<file path="src/rtl/mux2_rr_arbiter.sv">
// Round-robin arbiter for two requesters sharing one registered 2:1 mux channel.
// Bursts are capped at MAX_HOLD beats whenever the other side is waiting.
module mux2_rr_arbiter #(
    parameter int WIDTH    = 8,
    parameter int MAX_HOLD = 4
) (
    input  logic             clk,
    input  logic             rst,
    input  logic             req_a,
    input  logic             req_b,
    input  logic [WIDTH-1:0] din_a,
    input  logic [WIDTH-1:0] din_b,
    output logic             gnt_a,
    output logic             gnt_b,
    output logic             s0,
    output logic [WIDTH-1:0] y,
    output logic             y_valid
);

    localparam int CNT_W = (MAX_HOLD > 1) ? $clog2(MAX_HOLD) : 1;
    localparam logic [CNT_W-1:0] HOLD_LAST = CNT_W'(MAX_HOLD - 1);

    typedef enum logic [1:0] {
        IDLE  = 2'd0,
        GNT_A = 2'd1,
        GNT_B = 2'd2
    } state_t;

    state_t           state, state_nxt;
    logic [CNT_W-1:0] hold_cnt, hold_cnt_nxt;
    logic             last_b, last_b_nxt;
    logic             beat;
    logic             req_own, req_oth;
    state_t           other;
    logic [WIDTH-1:0] din_sel;

    assign req_own = (state == GNT_B) ? req_b : req_a;
    assign req_oth = (state == GNT_B) ? req_a : req_b;
    assign other   = (state == GNT_B) ? GNT_A : GNT_B;
    assign din_sel = (state == GNT_B) ? din_b : din_a;

    always_comb begin
        state_nxt    = state;
        hold_cnt_nxt = hold_cnt;
        last_b_nxt   = last_b;
        beat         = 1'b0;
        case (state)
            IDLE: begin
                hold_cnt_nxt = '0;
                // On a tie, the side that was not served last wins.
                if (req_a && (!req_b || last_b)) begin
                    state_nxt = GNT_A;
                end else if (req_b) begin
                    state_nxt = GNT_B;
                end
            end
            GNT_A, GNT_B: begin
                if (req_own) begin
                    beat = 1'b1;
                    if ((hold_cnt == HOLD_LAST) && req_oth) begin
                        state_nxt    = other;
                        hold_cnt_nxt = '0;
                        last_b_nxt   = (state == GNT_B);
                    end else if (hold_cnt != HOLD_LAST) begin
                        hold_cnt_nxt = hold_cnt + 1'b1;
                    end
                end else begin
                    state_nxt    = req_oth ? other : IDLE;
                    hold_cnt_nxt = '0;
                    last_b_nxt   = (state == GNT_B);
                end
            end
            default: begin
                state_nxt    = IDLE;
                hold_cnt_nxt = '0;
            end
        endcase
    end

    // Grant outputs are registered from the next state so they line up with it.
    always_ff @(posedge clk or posedge rst) begin
        if (rst) begin
            state    <= IDLE;
            hold_cnt <= '0;
            last_b   <= 1'b1;
            gnt_a    <= 1'b0;
            gnt_b    <= 1'b0;
            s0       <= 1'b0;
            y        <= '0;
            y_valid  <= 1'b0;
        end else begin
            state    <= state_nxt;
            hold_cnt <= hold_cnt_nxt;
            last_b   <= last_b_nxt;
            gnt_a    <= (state_nxt == GNT_A);
            gnt_b    <= (state_nxt == GNT_B);
            s0       <= (state_nxt == GNT_B);
            y_valid  <= beat;
            if (beat) begin
                y <= din_sel;
            end
        end
    end

endmodule

</file>
<file path="config.mk">
export PLATFORM = sky130hd
export DESIGN_NAME = mux2_rr_arbiter
export DESIGN_NICKNAME = d
export VERILOG_FILES = /design/src/rtl/mux2_rr_arbiter.sv
export SDC_FILE = /design/constraint.sdc
export NUM_CORES = 1
export LEC_CHECK = 0
export ABC_AREA = 1
export ABC_CLOCK_PERIOD_IN_PS = 2900
export CAP_MARGIN = 15
export CELL_PAD_IN_SITES_DETAIL_PLACEMENT = 1
export CELL_PAD_IN_SITES_GLOBAL_PLACEMENT = 2
export CORE_MARGIN = 10
export CORE_UTILIZATION = 26
export DETAILED_ROUTE_END_ITERATION = 8
export HOLD_SLACK_MARGIN = 0.02
export PLACE_DENSITY = 0.94
export SLEW_MARGIN = 20
export SYNTH_ARGS = -nofsm -noshare
export SYNTH_HDL_FRONTEND = slang
export SYNTH_SLANG_ARGS = --single-unit
</file>
<file path="constraint.sdc">
create_clock -name clk -period 2.9 [get_ports clk]
set_input_delay 0.29 -clock clk [delete_from_list [all_inputs] [get_ports clk]]
set_output_delay 0.29 -clock clk [all_outputs]
set_load 0.05 [all_outputs]
</file>
; Word-level counts from Yosys, hierarchy flattened
; Index checks and enable logic that the tools add are counted.
[word_totals]
regBits = 16
in_bits = 20
output_inout_bits = 12
word_cells = 41
[classes]
n_addsub = 1
n_eq_ne = 8
mux = 18
reduce_logical = 7
[ops]
columns = operator, count
row1 = 2-to-1 mux 2 bit, 10
row2 = 2-to-1 mux 8 bit, 1
row3 = == test 2 bit (second input constant), 3
row4 = 2-to-1 mux 1 bit, 6
row5 = == test 2 x 1 -> 1 bit (second input constant), 2
row6 = inequality test 4 bit (second input constant), 1
row7 = one-hot mux 2 bit (2 select lines), 1
row8 = adder 2 x 1 -> 2 bit (second input constant), 1
row9 = logical AND 1 bit, 2
row10 = zero test 2 bit, 1
row11 = inequality test 2 x 1 -> 1 bit (second input constant), 1
row12 = inequality test 2 bit (second input constant), 1
row13 = AND reduction 2 bit, 1
row14 = OR reduction 2 bit, 1
row15 = zero test 1 bit, 1
row16 = logical OR 1 bit, 1

; Logic depth before layout (Yosys ltp)
; Gate-level depths: netlist of run 1.
[logic_depth]
depth_word = 7
ltp_mapped = 13
depth_no_buf = 13

; Worst setup path after synthesis of run 1
; OpenSTA, ideal clock, no wires.
[synth_timing]
path_kind = register to register
startpoint = reg state[0]
endpoint = reg gnt_a
setup_time_ns = 0.115
arrival_time_ns = 1.309
t_required_ns = 2.785
slack_ns = 1.476
path_stages_with_launch = 14
path_buffers = 0
period_less_slack_ns = 1.424
cell_sequence = dfrtp_1 > inv_1 > ha_1 > inv_1 > nand2_1 > nand3_1 > nand2_1 > nand2_1 > nand2_1 > nand2_1 > nand2_1 > nand2_1 > nand2_1 > nor2_1
[synth_between]
elab_cells_between_ends = 15
classes_between = eq/ne (3) / mux (9) / reduce/logical (3)
[synth_rtl]
columns = item, line
row1 = from (decl), 29  ; state_t state, state_nxt;
row2 = from (signal assigned), 92  ; state <= state_nxt;
row3 = == test 2 bit *, 39  ; assign other = (state == GNT_B) ? GNT_A : GNT_B;
row4 = 2-to-1 mux 2 bit *, 39
row5 = named net other[0], 34  ; state_t other;
row6 = 2-to-1 mux 2 bit (on tied branches), "68, 60"
row7 = 2-to-1 mux 2 bit *, 58  ; if (req_own) begin
row8 = one-hot mux 2 bit (2 select lines) *, 47  ; case (state)
row9 = == test 2 x 1 -> 1 bit *, 95  ; gnt_a <= (state_nxt == GNT_A);
row10 = to (signal assigned), 95
row11 = to (decl), 13  ; output logic gnt_a,
; The timed path passes the listed nets; every way through them passes the cells marked *.
; A chain may end at the register's enable or synchronous reset.

; Worst setup path after layout of run 1
[layout_timing]
startpoint = reg state[0]
endpoint = reg state[0]
[layout_between]
elab_cells_between_ends = 14
classes_between = eq/ne (2) / mux (9) / reduce/logical (3)
[layout_rtl]
columns = item, line
row1 = == test 2 bit *, 39
row2 = 2-to-1 mux 2 bit *, 39
row3 = named net other[0], 34
row4 = 2-to-1 mux 2 bit (on tied branches), "68, 60"
row5 = 2-to-1 mux 2 bit *, 58
row6 = one-hot mux 2 bit (2 select lines) *, 47
row7 = named net state_nxt[0], 29
; Marks and branches as above.

==> flow_summary_export.csv, run 1 <==
group,metric,value,unit
sta,post-route-period-util,75.7,%
layout,postLayoutCellArea,0.00126,mm^2
layout,syn2layout_area_growth,41.2,%
floorplanning,design.die.area,0.00617,mm^2
place,post_place_setup_slack,0.711,ns
grt,grt_total_ovfl,0,
layout,antenna_diode_count,0,
sta,max_slew_margin,57.9,%
clocking,max-clock-path-buffers,2,
sta,setup_viol,0,
sta,timing.final.max_slew_violations,0,
worst_setup_path,timing.rr.start,"state[0]",
synthesis,netlist.area_leader.share,42.1,%
worst_setup_path,worst_setup_path_start_kind,"register",
sta,tns,0,ns
grt,grt_util_all_layers,7.77,%
synthesis,mappedNetlistArea,891,um^2
worst_setup_path,setup.worst_path.end,"state[0]",
sta,tightest_slew,0.631,ns
worst_setup_path,worst_r2r_endpoint,"state[0]",
synthesis,yosysTopAreaCell,"sky130_fd_sc_hd__dfrtp_1",
worst_setup_path,timing.critical_path.arrival,2.38,ns
worst_setup_path,critPathLaunch,"state[0]",
sta,report.final.hold_viol_count,0,
status,outcome,"complete, no violations",
place,detailed_place_hpwl,1970,um
clocking,clkSinkCount,16,
layout,drive_gt1_share,7.91,%
synthesis,synth_fp_nets,132,
floorplanning,die-height,78.5,um
place,port_buffers,31,
routing,initial_drc_count,36,
grt,first_global_vias,876,
layout,finalNetCount,164,
synthesis,postSynthRegisterBits,16,
sta,layout_skew,0.00104,ns
flow_run,cap_violations,0,
floorplanning,initial_core_util,26.9,%
clocking,h-tree-depth,1,
worst_setup_path,cell_depth_of_the_worst_flop_to_flop_path,13,
grt,grt_antenna_before_repair,0,
floorplanning,floorplan.die.width,78.5,um
synthesis,avgSynthCellArea,8.25,um^2
sta,period_minus_slack,2.20,ns
clocking,clk_latency,0.28,ns
floorplanning,design.core.area,0.00331,mm^2
worst_setup_path,worstSetupPathType,"register to register",
synthesis,yosys-top-cells-area,"sky130_fd_sc_hd__dfrtp_1 42%, sky130_fd_sc_hd__nor2_1 8.8%, sky130_fd_sc_hd__nand2_1 8.0%",
routing,drc,0,
layout,layout_common_cells,"31 x sky130_fd_sc_hd__clkdlybuf4s50_1, 21 x sky130_fd_sc_hd__nor2_1, 19 x sky130_fd_sc_hd__nand2_1",
routing,routed_wire_length_per_instance,12.8,um
worst_setup_path,critPathMaxFanout,14,
routing,detailroute.via_count,816,
clocking,cts_root_buffer,"sky130_fd_sc_hd__clkbuf_4",
clocking,hold_buffers,0,
worst_setup_path,critPathCaptureType,"register",
routing,antenna_left,0,
routing,drt-pass1-iter-count,4,
grt,global_route_wire_length_before_repair,3960,um
power,p_leak,0.584,nW
power,cellPowerDensity,1130,mW/mm^2
layout,layout_commonest_cell,"sky130_fd_sc_hd__clkdlybuf4s50_1",
synthesis,seq_area_frac_synth,45.1,%
worst_hold_path,min_path_type,"input port to async pin",
place,dpl-instance-area,0.00122,mm^2
clocking,cts-buffers-inserted,3,
clocking,cts_tree,"yes",
worst_setup_path,ff2ff_setup_slack,0.70,ns
power,design_power_total,1.42,mW
routing,postRouteWirelength,2370,um
power,irDropWorstVdd,402,uV
floorplanning,placementRows,21,
synthesis,yosysWarnings,0,
synthesis,post_synthesis_instance_total,108,
sta,worst_slack,0.704,ns
synthesis,yosysUniqueCellTypes,19,
sta,fmaxAchievable,455,MHz
worst_setup_path,worstPathRequired,3.08,ns
clocking,clk_transition_reported_paths,0.09,ns
sta,rsz0062_at_grt,"false",
place,globalplace.congestion,0.834,
clocking,postCtsResizedCells,0,
clocking,post-cts-setup-buffers,0,
floorplanning,design.portCount,32,
routing,route.detailed.vias_per_inst,4.41,
grt,grt_max_degree,20,
cell type report:
class,instances,area [um^2]
Inverter,13,48.8
Timing Repair Buffer,31,310
Multi-Input combinational cell,75,403
Clock buffer,4,36.3
Tap cell,46,57.6
Sequential cell,16,402
Fill cell,423,2050
sequential cells by signal, indices dropped and copies added (netlist names):
signal	cells
y	8
hold_cnt	2
state	2
gnt_a	1
last_b	1
s0	1
y_valid	1
worst min path at each step:
| stage | to | cells past startpoint |
|---|---|---|
| 4_1_cts | y[5] | 2 |
| 5_1_grt | hold_cnt[0] | 2 |
| 3_3_place_gp | hold_cnt[0] | 1 |
| 2_1_floorplan | gnt_a | 1 |
| 3_5_place_dp | hold_cnt[0] | 1 |
| 6_report | s0 | 2 |
per-layer routing:
layer | up-vias | GRT usage (%) | wire, um
met1 | 394 | 8.32 | 1040
met5 | - | 0 | 0
met4 | 0 | 4.30 | 34
met2 | 16 | 14.4 | 1240
li1 | 404 | - | -
met3 | 2 | 0.911 | 58
critical path, cell delays in order, from the launching register on:
cell                      delay, ns
sky130_fd_sc_hd__dfrtp_1       0.41
sky130_fd_sc_hd__inv_1         0.11
sky130_fd_sc_hd__ha_1          0.50
sky130_fd_sc_hd__inv_1         0.31
sky130_fd_sc_hd__nand2_1       0.15
sky130_fd_sc_hd__nand3_1       0.13
sky130_fd_sc_hd__nand2_1       0.09
sky130_fd_sc_hd__nand2_1       0.05
sky130_fd_sc_hd__nand2_1       0.05
sky130_fd_sc_hd__nand2_1       0.05
sky130_fd_sc_hd__nand2_1       0.05
sky130_fd_sc_hd__nand2_1       0.06
sky130_fd_sc_hd__nand2_1       0.09
sky130_fd_sc_hd__inv_1         0.04
power by group:
part,switching [mW],leakage (nW),total (mW),internal [mW]
logic,0.581,0.374,0.893,0.312
clock network,0.0704,0.0210,0.147,0.0763
registers,0.0531,0.189,0.383,0.330
total,0.704,0.584,1.42,0.718
synth_stat cells:
library cell                n
sky130_fd_sc_hd__ha_1       4
sky130_fd_sc_hd__buf_6      2
sky130_fd_sc_hd__nand3_1    3
sky130_fd_sc_hd__a21oi_2    1
sky130_fd_sc_hd__nor2_8     1
sky130_fd_sc_hd__dfstp_2    1
sky130_fd_sc_hd__inv_2      2
sky130_fd_sc_hd__nand2_1   19
sky130_fd_sc_hd__a31oi_1    1
sky130_fd_sc_hd__o21ai_2    1
sky130_fd_sc_hd__o21a_1     8
sky130_fd_sc_hd__buf_4      2
sky130_fd_sc_hd__o21ai_0   11
sky130_fd_sc_hd__inv_1     11
sky130_fd_sc_hd__nor2_1    21
sky130_fd_sc_hd__a21oi_1    3
sky130_fd_sc_hd__nor2_2     1
sky130_fd_sc_hd__dfrtp_1   15
sky130_fd_sc_hd__o211ai_1   1
per-stage QoR:
step	utilization [%]	std cells	hold slack, ns
after floorplan	-	108	0.203
after global placement	36.9	181	0.452
after detailed placement	36.9	181	0.468
after CTS	38.0	185	0.403
after global routing	38.0	185	0.454
final	38.0	185	0.378
logic make-up (layout without fill, tap and decap cells):
family | count (synthesis) | after routing | synth area share, %
and+or+nand+nor | 45 | 45 | 21.5
AOI/OAI and AO/OA | 26 | 26 | 18.1
buffers and inverters | 17 | 48 | 9.69
DFF | 16 | 16 | 45.1
adders and majority gates | 4 | 4 | 5.62
No activity file was read; power rests on OpenSTA's default activity.
==> inputs of run 2 (changes only) <==
--- a/config.mk
+++ b/config.mk
@@ -6,15 +6,15 @@
 export NUM_CORES = 1
 export LEC_CHECK = 0
 export ABC_AREA = 1
-export ABC_CLOCK_PERIOD_IN_PS = 2900
+export ABC_CLOCK_PERIOD_IN_PS = 2000
 export CAP_MARGIN = 15
 export CELL_PAD_IN_SITES_DETAIL_PLACEMENT = 1
 export CELL_PAD_IN_SITES_GLOBAL_PLACEMENT = 2
 export CORE_MARGIN = 10
-export CORE_UTILIZATION = 26
+export CORE_UTILIZATION = 22
 export DETAILED_ROUTE_END_ITERATION = 8
 export HOLD_SLACK_MARGIN = 0.02
-export PLACE_DENSITY = 0.94
+export PLACE_DENSITY = 0.85
 export SLEW_MARGIN = 20
 export SYNTH_ARGS = -nofsm -noshare
 export SYNTH_HDL_FRONTEND = slang
==> constraint.sdc (replaced) <==
create_clock -name clk -period 2 [get_ports clk]
set_input_delay 0.2 -clock clk [delete_from_list [all_inputs] [get_ports clk]]
set_output_delay 0.2 -clock clk [all_outputs]
set_load 0.05 [all_outputs]
==> flow_summary_export.csv, run 2 (same netlist as run 1, synthesis figures left out) <==
group,metric,value,unit
routing,initial_drc_count,18,
grt,grt_max_degree,20,
power,design_power_total,2.13,mW
floorplanning,floorplan.die.width,83.6,um
layout,layout_common_cells,"31 x sky130_fd_sc_hd__clkdlybuf4s50_1, 21 x sky130_fd_sc_hd__nor2_1, 19 x sky130_fd_sc_hd__nand2_1",
layout,final_cell_count_no_fill,191,
worst_setup_path,cell_depth_of_the_worst_flop_to_flop_path,8,
worst_setup_path,critPathCaptureType,"register",
sta,report.final.hold_viol_count,0,
worst_setup_path,worst_setup_path_start_kind,"register",
sta,setup_viol,0,
clocking,cts_tree,"yes",
clocking,post-cts-setup-buffers,0,
worst_setup_path,timing.critical_path.arrival,1.88,ns
worst_hold_path,min_path_type,"input port to async pin",
grt,grt_util_all_layers,7.14,%
worst_setup_path,critPathLaunch,"state[0]",
routing,detailroute.via_count,802,
routing,postRouteWirelength,2390,um
worst_setup_path,ff2ff_setup_slack,0.25,ns
sta,rsz0062_at_grt,"false",
sta,timing.final.max_slew_violations,0,
clocking,clk_transition_reported_paths,0.06,ns
layout,layout_commonest_cell,"sky130_fd_sc_hd__clkdlybuf4s50_1",
worst_setup_path,worstPathRequired,2.13,ns
clocking,hold_buffers,0,
power,irDropWorstVdd,710,uV
floorplanning,design.portCount,32,
worst_setup_path,timing.rr.start,"state[0]",
floorplanning,die-height,83.6,um
sta,fmaxAchievable,571,MHz
place,place_inst,187,
layout,top_regs,"y: 8 flops, hold_cnt: 2 flops, state: 2 flops",
routing,route.detailed.vias_per_inst,4.20,
clocking,cts-buffers-inserted,3,
grt,global_route_wire_length_before_repair,4310,um
layout,ff_latch_area,402,um^2
routing,antenna_left,0,
clocking,h-tree-depth,1,
worst_setup_path,cp_slowest_cell,"sky130_fd_sc_hd__dfrtp_1",
sta,max_slew_margin,62.1,%
routing,routed_wire_length_per_instance,12.5,um
sta,tightest_slew,0.567,ns
layout,largest_register_ffs,8,
layout,final_core_utilization,32.4,%
status,outcome,"complete, no violations",
floorplanning,placementRows,23,
layout,syn2layout_area_growth,44.4,%
place,globalplace.congestion,0.849,
routing,drc,0,
grt,first_global_vias,962,
clocking,cts_root_buffer,"sky130_fd_sc_hd__clkbuf_8",
floorplanning,design.core.area,0.00397,mm^2
clocking,clk_latency,0.24,ns
layout,fillers,484,
worst_setup_path,worst_r2r_endpoint,"y[5]",
routing,drt-pass1-iter-count,3,
layout,max_flop_register,"y",
clocking,postCtsResizedCells,0,
clocking,clkSinkCount,16,
floorplanning,initial_core_util,22.4,%
worst_setup_path,crit_path_cell_trace,"inv_1 > ha_1 > nor2_1 > a21oi_2 > inv_2 > nor2_8 > o21ai_0 > o21a_1",
grt,grt_total_ovfl,0,
layout,multi_input_comb_area,403,um^2
grt,grt_antenna_before_repair,0,
power,cellPowerDensity,1660,mW/mm^2
place,port_buffers,31,
place,detailed_place_hpwl,2070,um
sta,post-route-period-util,87.5,%
clocking,max-clock-path-buffers,2,
floorplanning,design.die.area,0.00699,mm^2
worst_setup_path,critPathMaxFanout,19,
worst_setup_path,setup.worst_path.end,"y[5]",
sta,tns,0,ns
layout,finalNetCount,166,
sta,layout_skew,0.00512,ns
layout,drive_gt1_share,8.51,%
layout,antenna_diode_count,0,
power,p_leak,0.595,nW
worst_setup_path,cpPeakStageDelay,0.40,ns
flow_run,cap_violations,0,
worst_setup_path,worstSetupPathType,"register to register",
sta,period_minus_slack,1.75,ns
==> run 2: cell types whose count changed in the layout (fill, tap and decap cells not counted), sizes merged <==
cell  before  now
buf        0    2
==> run 2: power breakdown <==
group / total, mW / switching (mW) / internal, mW
clock: 0.234 / 0.0937 / 0.140
combinational: 1.33 / 0.857 / 0.475
sequential: 0.570 / 0.0895 / 0.480
==> run 2: cell type report <==
type                       instances  area share (%)
clock buffer                       4            3.50
inverter                          13            3.79
multi-input combinational         75            31.3
sequential                        16            31.2
tap                               50            4.86
timing repair buffer              33            25.3
==> run 2: per-layer routing <==
layer / wire [um] / vias to the layer above / GRT usage, %
met4: 0 / 0 / 1.37
met5: 0 / - / 0
met3: 331 / 0 / 5.08
met2: 975 / 28 / 10.7
met1: 1080 / 367 / 8.08
li1: - / 407 / -
==> run 2: worst max-delay path, delay by kind of cell (launching register included) <==
family	cells	cell delay (ns)
buf+inv	2	0.19
flops	1	0.40
compound gates	3	0.47
fa+ha+maj	1	0.28
simple gates	2	0.29
==> run 2: worst min path at each step <==
stage / start / endpoint / slack [ns] / depth (start not counted)
2_1_floorplan: rst / gnt_a / 0.11 / 1
3_3_place_gp: hold_cnt[0] / hold_cnt[0] / 0.45 / 1
3_5_place_dp: hold_cnt[0] / hold_cnt[0] / 0.47 / 1
4_1_cts: rst / y[0] / 0.34 / 2
5_1_grt: rst / y[0] / 0.39 / 2
6_report: rst / y[0] / 0.31 / 2
==> run 2: through the flow <==
step           hold WS (ns)  area, um^2  setup WS, ns
2_1_floorplan         0.113         891         0.576
3_3_place_gp          0.453        1240         0.304
3_5_place_dp          0.473        1240         0.222
4_1_cts               0.338        1290         0.249
5_1_grt               0.387        1290        0.0847
6_report              0.313        1290         0.250
==> inputs of run 3 (changes only) <==
--- a/config.mk
+++ b/config.mk
@@ -8,10 +8,10 @@
 export ABC_AREA = 1
 export ABC_CLOCK_PERIOD_IN_PS = 2000
 export CAP_MARGIN = 15
-export CELL_PAD_IN_SITES_DETAIL_PLACEMENT = 1
-export CELL_PAD_IN_SITES_GLOBAL_PLACEMENT = 2
+export CELL_PAD_IN_SITES_DETAIL_PLACEMENT = 0
+export CELL_PAD_IN_SITES_GLOBAL_PLACEMENT = 1
 export CORE_MARGIN = 10
-export CORE_UTILIZATION = 22
+export CORE_UTILIZATION = 28
 export DETAILED_ROUTE_END_ITERATION = 8
 export HOLD_SLACK_MARGIN = 0.02
 export PLACE_DENSITY = 0.85
==> flow_summary_export.csv, run 3 (same netlist as run 1, synthesis figures left out) <==
group,metric,value,unit
sta,timing.final.max_slew_violations,0,
sta,rsz0062_at_grt,"false",
worst_hold_path,min_path_type,"input port to async pin",
worst_setup_path,critPathMaxFanout,19,
sta,report.final.hold_viol_count,0,
clocking,cts-buffers-inserted,3,
clocking,cts_tree,"yes",
clocking,h-tree-depth,1,
worst_setup_path,critPathCaptureType,"register",
sta,post-route-period-util,85.5,%
layout,final_cell_count_no_fill,185,
worst_setup_path,timing.critical_path.arrival,1.88,ns
clocking,max-clock-path-buffers,2,
power,irDropWorstVdd,663,uV
sta,tightest_slew,0.588,ns
worst_setup_path,crit_path_cell_trace,"inv_1 > ha_2 > nor2_1 > a21oi_2 > inv_2 > nor2_8 > o21ai_0 > o21a_1",
worst_setup_path,worstPathRequired,2.17,ns
clocking,clkSinkCount,16,
routing,antenna_left,0,
clocking,clk_transition_reported_paths,0.09,ns
floorplanning,design.core.area,0.00305,mm^2
routing,detailroute.via_count,787,
flow_run,cap_violations,0,
worst_setup_path,cpPeakStageDelay,0.41,ns
layout,layout_commonest_cell,"sky130_fd_sc_hd__clkdlybuf4s50_1",
floorplanning,design.die.area,0.00584,mm^2
sta,final.hold.worst_slack,0.275,ns
place,place_inst,181,
grt,grt_total_ovfl,0,
routing,postRouteWirelength,2050,um
power,p_leak,0.592,nW
floorplanning,floorplan.die.width,76.4,um
sta,fmaxAchievable,585,MHz
layout,ff_latch_area,402,um^2
floorplanning,design.portCount,32,
floorplanning,placementRows,20,
place,globalplace.congestion,0.734,
clocking,clk_latency,0.28,ns
layout,largest_register_ffs,8,
sta,tns,0,ns
routing,route.detailed.vias_per_inst,4.25,
layout,syn2layout_area_growth,42.8,%
worst_setup_path,worstSetupPathType,"register to register",
worst_setup_path,cp_slowest_cell,"sky130_fd_sc_hd__dfrtp_1",
grt,grt_util_all_layers,7.50,%
layout,finalNetCount,166,
power,cellPowerDensity,1630,mW/mm^2
place,detailed_place_hpwl,1680,um
layout,max_flop_register,"y",
worst_setup_path,worst_setup_path_start_kind,"register",
status,outcome,"complete, no violations",
grt,grt_max_degree,20,
worst_setup_path,ff2ff_setup_slack,0.29,ns
layout,fillers,318,
routing,drt-pass1-iter-count,4,
layout,drive_gt1_share,9.93,%
routing,drc,0,
sta,period_minus_slack,1.71,ns
place,port_buffers,31,
routing,initial_drc_count,52,
floorplanning,initial_core_util,29.2,%
sta,setup_viol,0,
floorplanning,die-height,76.4,um
clocking,cts_root_buffer,"sky130_fd_sc_hd__clkbuf_4",
grt,global_route_wire_length_before_repair,3640,um
layout,layout_common_cells,"31 x sky130_fd_sc_hd__clkdlybuf4s50_1, 21 x sky130_fd_sc_hd__nor2_1, 19 x sky130_fd_sc_hd__nand2_1",
layout,antenna_diode_count,0,
grt,first_global_vias,819,
layout,top_regs,"y: 8 flops, hold_cnt: 2 flops, state: 2 flops",
grt,grt_antenna_before_repair,0,
sta,max_slew_margin,60.8,%
clocking,hold_buffers,0,
sta,layout_skew,0.00410,ns
routing,routed_wire_length_per_instance,11.1,um
layout,multi_input_comb_area,405,um^2
-- run 3: final timing paths --
check	start	depth (start not counted)	to
min in group clk	hold_cnt[0]	1	hold_cnt[0]
setup reg to reg	state[0]	8	y[7]
hold / removal	rst	2	y_valid
max in group asynchronous	rst	2	y[4]
hold reg to reg	hold_cnt[0]	1	hold_cnt[0]
setup / recovery	state[0]	8	y[7]
-- run 3: through the flow --
stage | instance area [um^2] | total power, mW | setup slack (ns) | utilization, %
6_report | 1270 | 2.08 | 0.289 | 41.7
2_1_floorplan | 891 | 1.55 | 0.576 | -
5_1_grt | 1270 | 2.25 | 0.0520 | 41.7
3_3_place_gp | 1230 | 1.88 | 0.232 | 40.4
4_1_cts | 1270 | 2.10 | 0.205 | 41.6
3_5_place_dp | 1230 | 1.89 | 0.234 | 40.4
-- run 3: metal layers --
layer / vias to the layer above / share of wire (%) / track usage, %
met1: 352 / 44 / 8.27
li1: 410 / - / -
met2: 21 / 48 / 12.5
met5: - / 0 / 0
met4: 0 / 2.8 / 5.02
met3: 4 / 5.1 / 1.77
-- run 3: final cells by class --
class	count	share of cell area [%]
clock buffers	4	2.85
inverters	13	3.83
multi-input cells	75	31.9
flip-flops and latches	16	31.6
well taps	44	4.33
repair buffers	33	25.6
-- run 3: timing repair --
action / CTS / global route
setup buffers: 0 / 0
gates resized for setup: 0 / 1
setup endpoints to repair: 0 / 3
-- run 3: power breakdown --
part | total [mW] | switching (mW) | internal, mW
sequential | 0.557 | 0.0793 | 0.478
combinational | 1.32 | 0.839 | 0.477
clock | 0.204 | 0.0938 | 0.111
-- run 3: worst max-delay path, delay by kind of cell (launching register included) --
kind	cells	cell delay [ns]
and+or+nand+nor	2	0.28
AOI/OAI and AO/OA	3	0.44
adders and majority gates	1	0.28
buffers and inverters	2	0.20
DFF	1	0.41
